--- src/rtl/current_ctrl_pkg.sv ---
// Shared definitions for the current-source control path: FSM state type, default sizing and
// the request clamp reused by the loop controller.
package current_ctrl_pkg;

  typedef enum logic [0:0] {
    ST_IDLE,
    ST_RAMP
  } cs_state_e;

  localparam int unsigned DefaultNumSrc  = 32;
  localparam int unsigned DefaultStepDiv = 4;
  // Wide enough for the largest supported step divider (255).
  localparam int unsigned StepTimerW     = 8;

  function automatic int unsigned clamp_count(input int unsigned req,
                                              input int unsigned limit,
                                              input int unsigned num_src);
    int unsigned m;
    m = (req < limit) ? req : limit;
    return (m < num_src) ? m : num_src;
  endfunction

endpackage

--- src/rtl/cs_step_timer.sv ---
// Step pacing down-counter: load sets the count, en decrements it, tick_o flags a zero count
// while enabled.
module cs_step_timer
  import current_ctrl_pkg::*;
#(
  parameter int unsigned Width = StepTimerW
) (
  input  logic             clk_i,
  input  logic             rst_ni,
  input  logic             load_i,
  input  logic [Width-1:0] load_val_i,
  input  logic             en_i,
  output logic             tick_o
);

  logic [Width-1:0] count_q, count_d;

  always_comb begin
    count_d = count_q;
    if (load_i) begin
      count_d = load_val_i;
    end else if (en_i && (count_q != '0)) begin
      count_d = count_q - 1'b1;
    end
  end

  always_ff @(posedge clk_i or negedge rst_ni) begin
    if (!rst_ni) begin
      count_q <= '0;
    end else begin
      count_q <= count_d;
    end
  end

  assign tick_o = en_i && (count_q == '0);

endmodule

--- src/rtl/current_source_ramp_driver.sv ---
// Slew-limited current-source enable driver: walks the enable window one source per step toward
// a clamped target. Define CS_ROTATE_EN to rotate the window start (dynamic element matching).
module current_source_ramp_driver
  import current_ctrl_pkg::*;
#(
  parameter int unsigned NUM_SRC  = DefaultNumSrc,
  parameter int unsigned CNT_W    = $clog2(NUM_SRC + 1),
  parameter int unsigned STEP_DIV = DefaultStepDiv
) (
  input  logic               CLK,
  input  logic               RST_N,
  input  logic [CNT_W-1:0]   TARGET_COUNT,
  input  logic               TARGET_VALID,
  output logic               TARGET_READY,
  input  logic [CNT_W-1:0]   SRC_LIMIT,
  output logic [NUM_SRC-1:0] CURRENT_SOURCE_ENABLE,
  output logic [CNT_W-1:0]   ENABLED_COUNT,
  output logic               BUSY,
  output logic               SETTLED
);

  localparam logic [StepTimerW-1:0] Reload = StepTimerW'(STEP_DIV - 1);
  localparam logic [NUM_SRC-1:0]    One    = {{(NUM_SRC - 1){1'b0}}, 1'b1};

  // Index add with wrap at NUM_SRC; one spare bit keeps the sum exact for non-power-of-two sizes.
  function automatic logic [CNT_W-1:0] wrap_add(input logic [CNT_W-1:0] a,
                                                input logic [CNT_W-1:0] b);
    logic [CNT_W:0] sum;
    sum = {1'b0, a} + {1'b0, b};
    if (sum >= (CNT_W + 1)'(NUM_SRC)) begin
      sum = sum - (CNT_W + 1)'(NUM_SRC);
    end
    return CNT_W'(sum);
  endfunction

  cs_state_e          state_q, state_d;
  logic [CNT_W-1:0]   tgt_q, tgt_d;
  logic [CNT_W-1:0]   cnt_q, cnt_d;
  logic [NUM_SRC-1:0] en_q, en_d;
  logic               settled_q, settled_d;
  logic [CNT_W-1:0]   head;

  logic               accept;
  logic [CNT_W-1:0]   tgt_new;
  logic               tick;
  logic               step, step_up, step_dn;
  logic [CNT_W-1:0]   cnt_step;
  logic [CNT_W-1:0]   idx_up, idx_dn;

  assign accept   = TARGET_VALID && TARGET_READY;
  assign tgt_new  = CNT_W'(clamp_count(32'(TARGET_COUNT), 32'(SRC_LIMIT), NUM_SRC));
  assign step     = (state_q == ST_RAMP) && tick;
  assign step_up  = step && (cnt_q < tgt_q);
  assign step_dn  = step && !(cnt_q < tgt_q);
  assign cnt_step = step_up ? (cnt_q + 1'b1) : (cnt_q - 1'b1);
  assign idx_up   = wrap_add(head, cnt_q);

`ifdef CS_ROTATE_EN
  logic [CNT_W-1:0] head_q, head_d;

  always_comb begin
    head_d = head_q;
    if (step_dn) begin
      head_d = wrap_add(head_q, CNT_W'(1));
    end
  end

  always_ff @(posedge CLK or negedge RST_N) begin
    if (!RST_N) begin
      head_q <= '0;
    end else begin
      head_q <= head_d;
    end
  end

  assign head   = head_q;
  assign idx_dn = head_q;
`else
  assign head   = '0;
  assign idx_dn = cnt_q - 1'b1;
`endif

  cs_step_timer #(
    .Width(StepTimerW)
  ) u_step_timer (
    .clk_i     (CLK),
    .rst_ni    (RST_N),
    .load_i    ((accept && (tgt_new != cnt_q)) || step),
    .load_val_i(Reload),
    .en_i      (state_q == ST_RAMP),
    .tick_o    (tick)
  );

  always_ff @(posedge CLK or negedge RST_N) begin
    if (!RST_N) begin
      state_q <= ST_IDLE;
    end else begin
      state_q <= state_d;
    end
  end

  always_comb begin
    state_d = state_q;
    unique case (state_q)
      ST_IDLE: if (accept && (tgt_new != cnt_q)) state_d = ST_RAMP;
      ST_RAMP: if (step && (cnt_step == tgt_q)) state_d = ST_IDLE;
      default: state_d = ST_IDLE;
    endcase
  end

  always_comb begin
    TARGET_READY = (state_q == ST_IDLE);
    BUSY         = (state_q == ST_RAMP);
  end

  // Each step touches exactly one enable bit, so the array never sees a multi-source step.
  always_comb begin
    tgt_d     = tgt_q;
    cnt_d     = cnt_q;
    en_d      = en_q;
    settled_d = 1'b0;
    if (accept) begin
      tgt_d = tgt_new;
      if (tgt_new == cnt_q) settled_d = 1'b1;
    end
    if (step) begin
      cnt_d = cnt_step;
      if (step_up) begin
        en_d = en_q | (One << idx_up);
      end else begin
        en_d = en_q & ~(One << idx_dn);
      end
      if (cnt_step == tgt_q) settled_d = 1'b1;
    end
  end

  always_ff @(posedge CLK or negedge RST_N) begin
    if (!RST_N) begin
      tgt_q     <= '0;
      cnt_q     <= '0;
      en_q      <= '0;
      settled_q <= 1'b0;
    end else begin
      tgt_q     <= tgt_d;
      cnt_q     <= cnt_d;
      en_q      <= en_d;
      settled_q <= settled_d;
    end
  end

  assign CURRENT_SOURCE_ENABLE = en_q;
  assign ENABLED_COUNT         = cnt_q;
  assign SETTLED               = settled_q;

endmodule

--- config.mk ---
export PLATFORM = sky130hd
export DESIGN_NAME = current_source_ramp_driver
export DESIGN_NICKNAME = d
export VERILOG_FILES = /design/src/rtl/current_ctrl_pkg.sv /design/src/rtl/cs_step_timer.sv /design/src/rtl/current_source_ramp_driver.sv
export SDC_FILE = /design/constraint.sdc
export NUM_CORES = 1
export LEC_CHECK = 0
export CORE_ASPECT_RATIO = 0.7
export CORE_UTILIZATION = 50
export CTS_CLUSTER_SIZE = 16
export DETAILED_ROUTE_END_ITERATION = 10
export GPL_ROUTABILITY_DRIVEN = 0
export GPL_TIMING_DRIVEN = 0
export PLACE_DENSITY = 0.79
export RECOVER_POWER = 50
export SLEW_MARGIN = 10
export SYNTH_ARGS = -nofsm -noshare
export SYNTH_HDL_FRONTEND = slang
export SYNTH_SLANG_ARGS = --single-unit
--- constraint.sdc ---
create_clock -name CLK -period 3.26 [get_ports CLK]
set_clock_uncertainty 0.1 [all_clocks]
set_input_delay 0.326 -clock CLK [delete_from_list [all_inputs] [get_ports CLK]]
set_output_delay 0.326 -clock CLK [all_outputs]
set_load 0.01 [all_outputs]
==> results of run 1 <==
[worst paths after layout]
kind,from,end,slack (ns),depth (start not counted)
max,ENABLED_COUNT[2],CURRENT_SOURCE_ENABLE[12],0.12,8
min,tgt_q[0],tgt_q[0],0.42,2
max reg2reg,ENABLED_COUNT[2],CURRENT_SOURCE_ENABLE[12],0.12,8
min reg2reg,tgt_q[0],tgt_q[0],0.42,2
max in group asynchronous,RST_N,ENABLED_COUNT[1],0.76,3
min in group asynchronous,RST_N,CURRENT_SOURCE_ENABLE[6],0.84,2
[metal layers]
| metal | global-route usage [%] | part of all wire, % | vias up |
|---|---|---|---|
| met3 | 5.41 | 8.5 | 31 |
| met5 | 0 | 0 | - |
| met4 | 8.33 | 2.1 | 0 |
| met1 | 42.2 | 45 | 1610 |
| li1 | - | - | 1481 |
| met2 | 43.5 | 44 | 197 |
[tightest hold or removal path, delay by kind of cell, from the launching register on]
family          cells  cell delay (ns)
simple gates        1             0.05
flops               1             0.37
compound gates      1             0.07
[cell type report]
| cell class | count | area, um^2 |
|---|---|---|
| Buffer | 17 | 70.1 |
| Clock buffer | 5 | 68.8 |
| Clock inverter | 2 | 15.0 |
| Fill cell | 535 | 2240 |
| Inverter | 25 | 93.8 |
| Multi-Input combinational cell | 280 | 1820 |
| Sequential cell | 54 | 1350 |
| Tap cell | 78 | 97.6 |
| Timing Repair Buffer | 56 | 549 |
[cell usage in the layout, fill, tap and decap left out, types with 5 or more instances in the layout]
cell / count
a21oi_1: 62
a31oi_1: 21
clkbuf_1: 13
clkbuf_8: 5
clkdlybuf4s50_1: 34
dfrtp_1: 53
dlygate4sd3_1: 20
ha_1: 19
inv_1: 23
mux2i_1: 6
nand2_1: 24
nand2b_1: 8
nand3_1: 8
nor2_1: 27
nor2b_1: 5
nor3_1: 14
o21ai_0: 11
or3_1: 5
xnor2_1: 14
[what timing repair did]
item,CTS,global route
setup endpoints to repair,10,10
hold buffers,1,0
cloned,0,0
setup buffers,0,0
endpoints found under the hold margin,28,0
resized for setup,3,7
[metrics by stage]
stage	worst slack (ns)	hold WS (ns)	cells	total power, mW	util [%]
5_1_grt	0.000890	0.462	517	3.30	64.5
3_5_place_dp	-0.598	0.309	509	2.64	62.7
3_3_place_gp	-0.536	0.382	508	2.58	62.4
4_1_cts	0.102	0.429	517	3.03	64.4
6_report	0.116	0.424	517	3.12	64.5
2_1_floorplan	0.242	-0.0696	376	2.07	-
[flip-flops by register name, indices dropped and copies added, names as in the netlist]
register	flops
CURRENT_SOURCE_ENABLE	32
SETTLED	1
u_step_timer.count_q	8
ENABLED_COUNT	6
BUSY	1
tgt_q	6
[report_power, final]
part           switching, mW  internal (mW)  total, mW
sequential             0.178          0.827       1.00
clock                  0.229          0.147      0.376
combinational           1.05          0.689       1.73
total                   1.45           1.66       3.12
[cell families after synthesis]
family                     Yosys count
AOI/OAI and AO/OA                  126
and+or+nand+nor                    112
DFF                                 54
buffers and inverters               42
adders and majority gates           19
xor gates and xnor gates            17
muxes                                6
==> flow_summary.toml, run 1 <==
[run_status]
status = "finished with violations"
failed_checks = "max-capacitance violations, max-slew violations"

[placed_design]
io_buffer_count = 54
place_area_um2 = 3950
place_hpwl_um = 7080

[floorplanning]
start_util_pct = 52.3
die_w_um = 99.1
placementRows = 24
core_area_um2 = 6310
die_y_um = 70.0
pin_count = 56
dieArea_um2 = 6930

[pwr]
p_leak_nw = 1.79
p_per_area_nw_per_um2 = 766
ir_drop_uv = 348

[synth]
syn_area_um2 = 3300
synth.net_count = 410
ys.flop_type = "dfrtp_1"
synthTopCellsByArea = "dfrtp_1 41%, a21oi_1 9.4%, ha_1 7.2%"
synth-simple-area-share_pct = 17.5
syn_inst = 376
yosysTopAreaCellShare_pct = 41.0
synth_mux_area_share_pct = 1.82
synth_top_family_by_area = "compound AO/OA/AOI/OAI gates"
synth_edf_count = 0
ys_async_sr_fraction_pct = 100
yosysSeqAreaShare_pct = 41.0
ys_types = 48
synth_compound_area_share_pct = 23.1
ys_ff_latch = 54
yosysWarnings = 0
yosysMostFrequentCell = "a21oi_1"
synth_adder_area_share_pct = 7.21
synth_xor_area_share_pct = 4.51
synth_area_per_cell_um2 = 8.77
yosysTopAreaCell = "dfrtp_1"
synth_top_cells_by_count = "62 x a21oi_1, 54 x dfrtp_1, 27 x nor2_1, 24 x nand2_1, 23 x inv_1"

[clock_tree]
htree_num_levels = 2
cts_tree = "built"
numCtsBuffers = 5
cts.sinks = 54
path_clk_slew_ns = 0.10
worstSkewPairLatency_ns = 0.31
cts_root_buf = "clkbuf_8"
clock_path_buffers = 2

[route]
num_vias = 3319
drc_errors = 0
wl_um = 9580
drt_first_iter_violations = 385
drtAntennaViolNets = 0
routedWlPerCell_um = 18.5
drt_pre_antenna_iters = 5
routed_via_density = 6.42

[timing]
rsz0062_at_grt = "false"
finalMaxSlewViolations = 30
worst_slew_pin_slew_ns = 1.59
hold_viol_final = 0
fin_crit_sh_pct = 96.4
period_minus_slack_ns = 3.14
slew-limit-headroom_pct = -6.25
setup-tns-final_ns = 0
setup_viol = 0
fmax_ghz = 0.318

[worst_setup_path]
worstPathMaxFanout = 10
critPathTopFamily = "simple AND/OR/NAND/NOR gates"
start_kind = "register"
crit_required_ns = 3.34
crit_arrival_ns = 3.22
crit_buf_inv = 1
critPathMaxStageDelay_ns = 0.58
cp_cell_sequence = "ha_1 -> nand4_1 -> o221ai_2 -> buf_2 -> nand2_1 -> or2_2 -> nor3_1 -> a21oi_1"
path_class = "reg -> reg"
slowest_stage = "dfrtp_1"
end_kind = "register"

[finish]
fin_nets = 473
layout-drive-gt1-share_pct = 5.47
post-route-cell-area_um2 = 4070
syn_to_final_growth_pct = 23.3
antennaDiodeCount = 0

[global_route]
grtUsageTotal_pct = 28.8
grt_max_degree = 30
gr-total-overflow = 0
grt_pass1_wl_um = 15500
antenna_found_initial = 0
grt_pass1_vias = 3082

[min_path]
min_path_type = "reg -> reg"

[job]
cap_violations = 1
No activity file was read; power rests on OpenSTA's default activity.
==> run 2: changes to the inputs <==
Settings changed: ABC_AREA set to 1.
==> run 2 against run 1 <==
Effect of this change: the flow now finishes without violations; non-clock buffer count down 3; final cell count is 19% higher; global-route usage fell by 3.5 points; synthesized cell count increased by 22%; sequential share of layout area decreased by 0.89 points; worst setup slack better by 0.49 ns; clock power increased by 23%; worst hold slack lost 0.025 ns; critical endpoint is now BUSY; largest power group is now registers.
==> flow_summary.toml, run 2 <==
[run_status]
status = "finished, final reports clean"

[global_route]
grt_pass1_wl_um = 14200
grt_pass1_vias = 3070
antenna_found_initial = 0
gr-total-overflow = 0
grt_max_degree = 29
grtUsageTotal_pct = 25.2

[floorplanning]
die_w_um = 101
placementRows = 24
start_util_pct = 53.1
pin_count = 56
dieArea_um2 = 7130
die_y_um = 71.0
core_area_um2 = 6400

[worst_setup_path]
worstPathMaxFanout = 10
critPathMaxStageDelay_ns = 0.54
path_class = "reg -> reg"
regToRegStartpoint = "u_step_timer.count_q[0]"
slowest_stage = "nor2_1"
r2r_cells = 13
crit_required_ns = 3.36
cp_cell_sequence = "inv_1 -> ha_1 -> nand4_1 -> nor2_1 -> nand3_4 -> nand2_2 -> nand2_1 -> nand2_1 -> nand2_1 -> nor2_1 -> nand4_1 -> nand2_1 -> nand2_1"
start_kind = "register"
end_kind = "register"
r2r-end = "BUSY"
cpMostUsedCell = "nand2_1"
crit_arrival_ns = 2.75
r2r_slack_ns = 0.61

[finish]
antennaDiodeCount = 0
final_common_cell = "nand2_1"
layout_common_cells = "104 x nand2_1, 72 x inv_1, 58 x nor2_1"
largest_reg_flops = 32
layout-drive-gt1-share_pct = 6.90
syn_to_final_growth_pct = 22.9
fin_nets = 556

[pwr]
p_leak_nw = 2.30
power_frac_clock_pct = 37.2
seqPwrFrac_pct = 54.1
power.switching_mw = 0.280
combPwrFrac_pct = 8.7
ir_drop_uv = 157
power.total_mw = 1.24
switching_share_pct = 22.6
intPower_mw = 0.958
p_per_area_nw_per_um2 = 296

[min_path]
holdPathStages = 2
hold_path_end = "CURRENT_SOURCE_ENABLE[6]"
worstHoldStart = "CURRENT_SOURCE_ENABLE[6]"
min_path_type = "reg -> reg"

[timing]
worst_slew_pin_slew_ns = 1.45
period_minus_slack_ns = 2.65
hold_viol_final = 0
fin_crit_sh_pct = 81.3
slew-limit-headroom_pct = 3.20
fmax_ghz = 0.377
rsz0062_at_grt = "false"
setup_viol = 0
finalMaxSlewViolations = 0
setup-tns-final_ns = 0

[synth]
ys.flop_type = "dfrtp_1"
synth_area_per_cell_um2 = 7.42
synthTopCellsByArea = "dfrtp_1 40%, nand2_1 11%, inv_1 8.0%"
yosysSeqAreaShare_pct = 39.8
yosysWarnings = 0
syn_inst = 458
synth.net_count = 492
ys_types = 31
syn_area_um2 = 3400
synth_edf_count = 0
yosysTopAreaCellShare_pct = 39.8
yosysTopAreaCell = "dfrtp_1"
synth_top_cells_by_count = "104 x nand2_1, 72 x inv_1, 57 x nor2_1, 54 x dfrtp_1, 37 x nand3_1"
ys_async_sr_fraction_pct = 100
ys_ff_latch = 54
yosysMostFrequentCell = "nand2_1"

[clock_tree]
cts.sinks = 54
cts.repair.resized = 0
cts_tree = "built"
worstSkewPairLatency_ns = 0.30
htree_num_levels = 2
path_clk_slew_ns = 0.09
cts_root_buf = "clkbuf_8"
post-cts-setup-buffers = 0
clock_path_buffers = 2
numCtsBuffers = 5

[route]
drt_first_iter_violations = 327
drc_errors = 0
drtAntennaViolNets = 0
dr_wl_met2_um = 3680
routedWlPerCell_um = 13.6
wl_um = 8340
drt_pre_antenna_iters = 5
routed_via_density = 5.27
routed.top_layer = "met4"
num_vias = 3233
met1_length_um = 4070
routed-wl-met3_um = 521

[job]
cap_violations = 0

[placed_design]
place_hpwl_um = 6500
io_buffer_count = 55
## run 2: cell types whose count changed after synthesis, moves of 8 or more
cell,change
nand2_1,+80
a21oi_1,-60
inv_1,+49
nor2_1,+30
o22ai_1,+30
nand3_1,+29
a31oi_1,-21
nor3_1,-13
xnor2_1,-12
clkbuf_1,-10
o21ai_0,+9
nand2_2,+8
nand2b_1,-8
xor2_1,+8
## run 2: per-layer routing
layer	global-route usage, %	vias up
met5	0	-
met4	4.99	0
met3	5.14	9
met2	38.9	120
met1	37.0	1519
li1	-	1585
## run 2: power groups by stage
stage / combinational (mW) / clock, mW / sequential, mW
detailed placement: 0.110 / 0 / 0.682
global route: 0.122 / 0.492 / 0.669
floorplan: 0.0637 / 0 / 0.683
CTS: 0.111 / 0.471 / 0.669
finish: 0.108 / 0.461 / 0.669
global placement: 0.104 / 0 / 0.683
## run 2: layout make-up
class / instances / area (um^2)
fill: 553 / 2220
multi-input combinational: 315 / 1680
sequential: 54 / 1350
timing repair buffer: 57 / 559
inverter: 76 / 285
tap: 91 / 114
clock buffer: 6 / 82.6
buffer: 13 / 71.3
clock inverter: 1 / 30.0
## run 2: metrics by stage
step	hold WS [ns]	cell area, um^2	setup slack (ns)	utilization [%]	cells
4_1_cts	0.414	4200	0.701	65.6	613
3_5_place_dp	0.278	4080	0.372	63.7	605
6_report	0.399	4180	0.609	65.3	613
3_3_place_gp	0.390	4060	0.150	63.5	604
2_1_floorplan	-0.0696	3400	1.10	-	458
5_1_grt	0.436	4180	0.362	65.3	613
## run 2: worst max-delay path: cells and delay by family (launching register included)
kind | cells | cell delay (ns)
adder cells (fa/ha/maj) | 1 | 0.16
flip-flops | 1 | 0.39
AND/OR/NAND/NOR | 11 | 1.77
buffers and inverters | 1 | 0.12
## run 2: worst max-delay path by stage
stage                            startpoint                   endpoint  slack, ns  cells past startpoint
floorplan                      SRC_LIMIT[5]    u_step_timer.count_q[0]       1.10                     16
CTS                            SRC_LIMIT[3]    u_step_timer.count_q[0]       0.70                     18
global placement                      RST_N  CURRENT_SOURCE_ENABLE[12]       0.15                      1
global route        u_step_timer.count_q[0]                    SETTLED       0.36                     12
detailed placement             SRC_LIMIT[3]    u_step_timer.count_q[0]       0.37                     18
finish              u_step_timer.count_q[0]                       BUSY       0.61                     13
## run 2: timing repair
item | in CTS | in global routing
endpoints found under the hold margin | 27 | 0
setup endpoints to repair | 0 | 0
hold buffers | 1 | 0
## run 2: logic make-up after synthesis
| family | share of synthesized area, % |
|---|---|
| AO/OA/AOI/OAI | 10.8 |
| XOR/XNOR | 3.35 |
| adder cells (fa/ha/maj) | 7.00 |
| buffers and inverters | 10.5 |
| flip-flops | 39.8 |
| AND/OR/NAND/NOR | 28.5 |
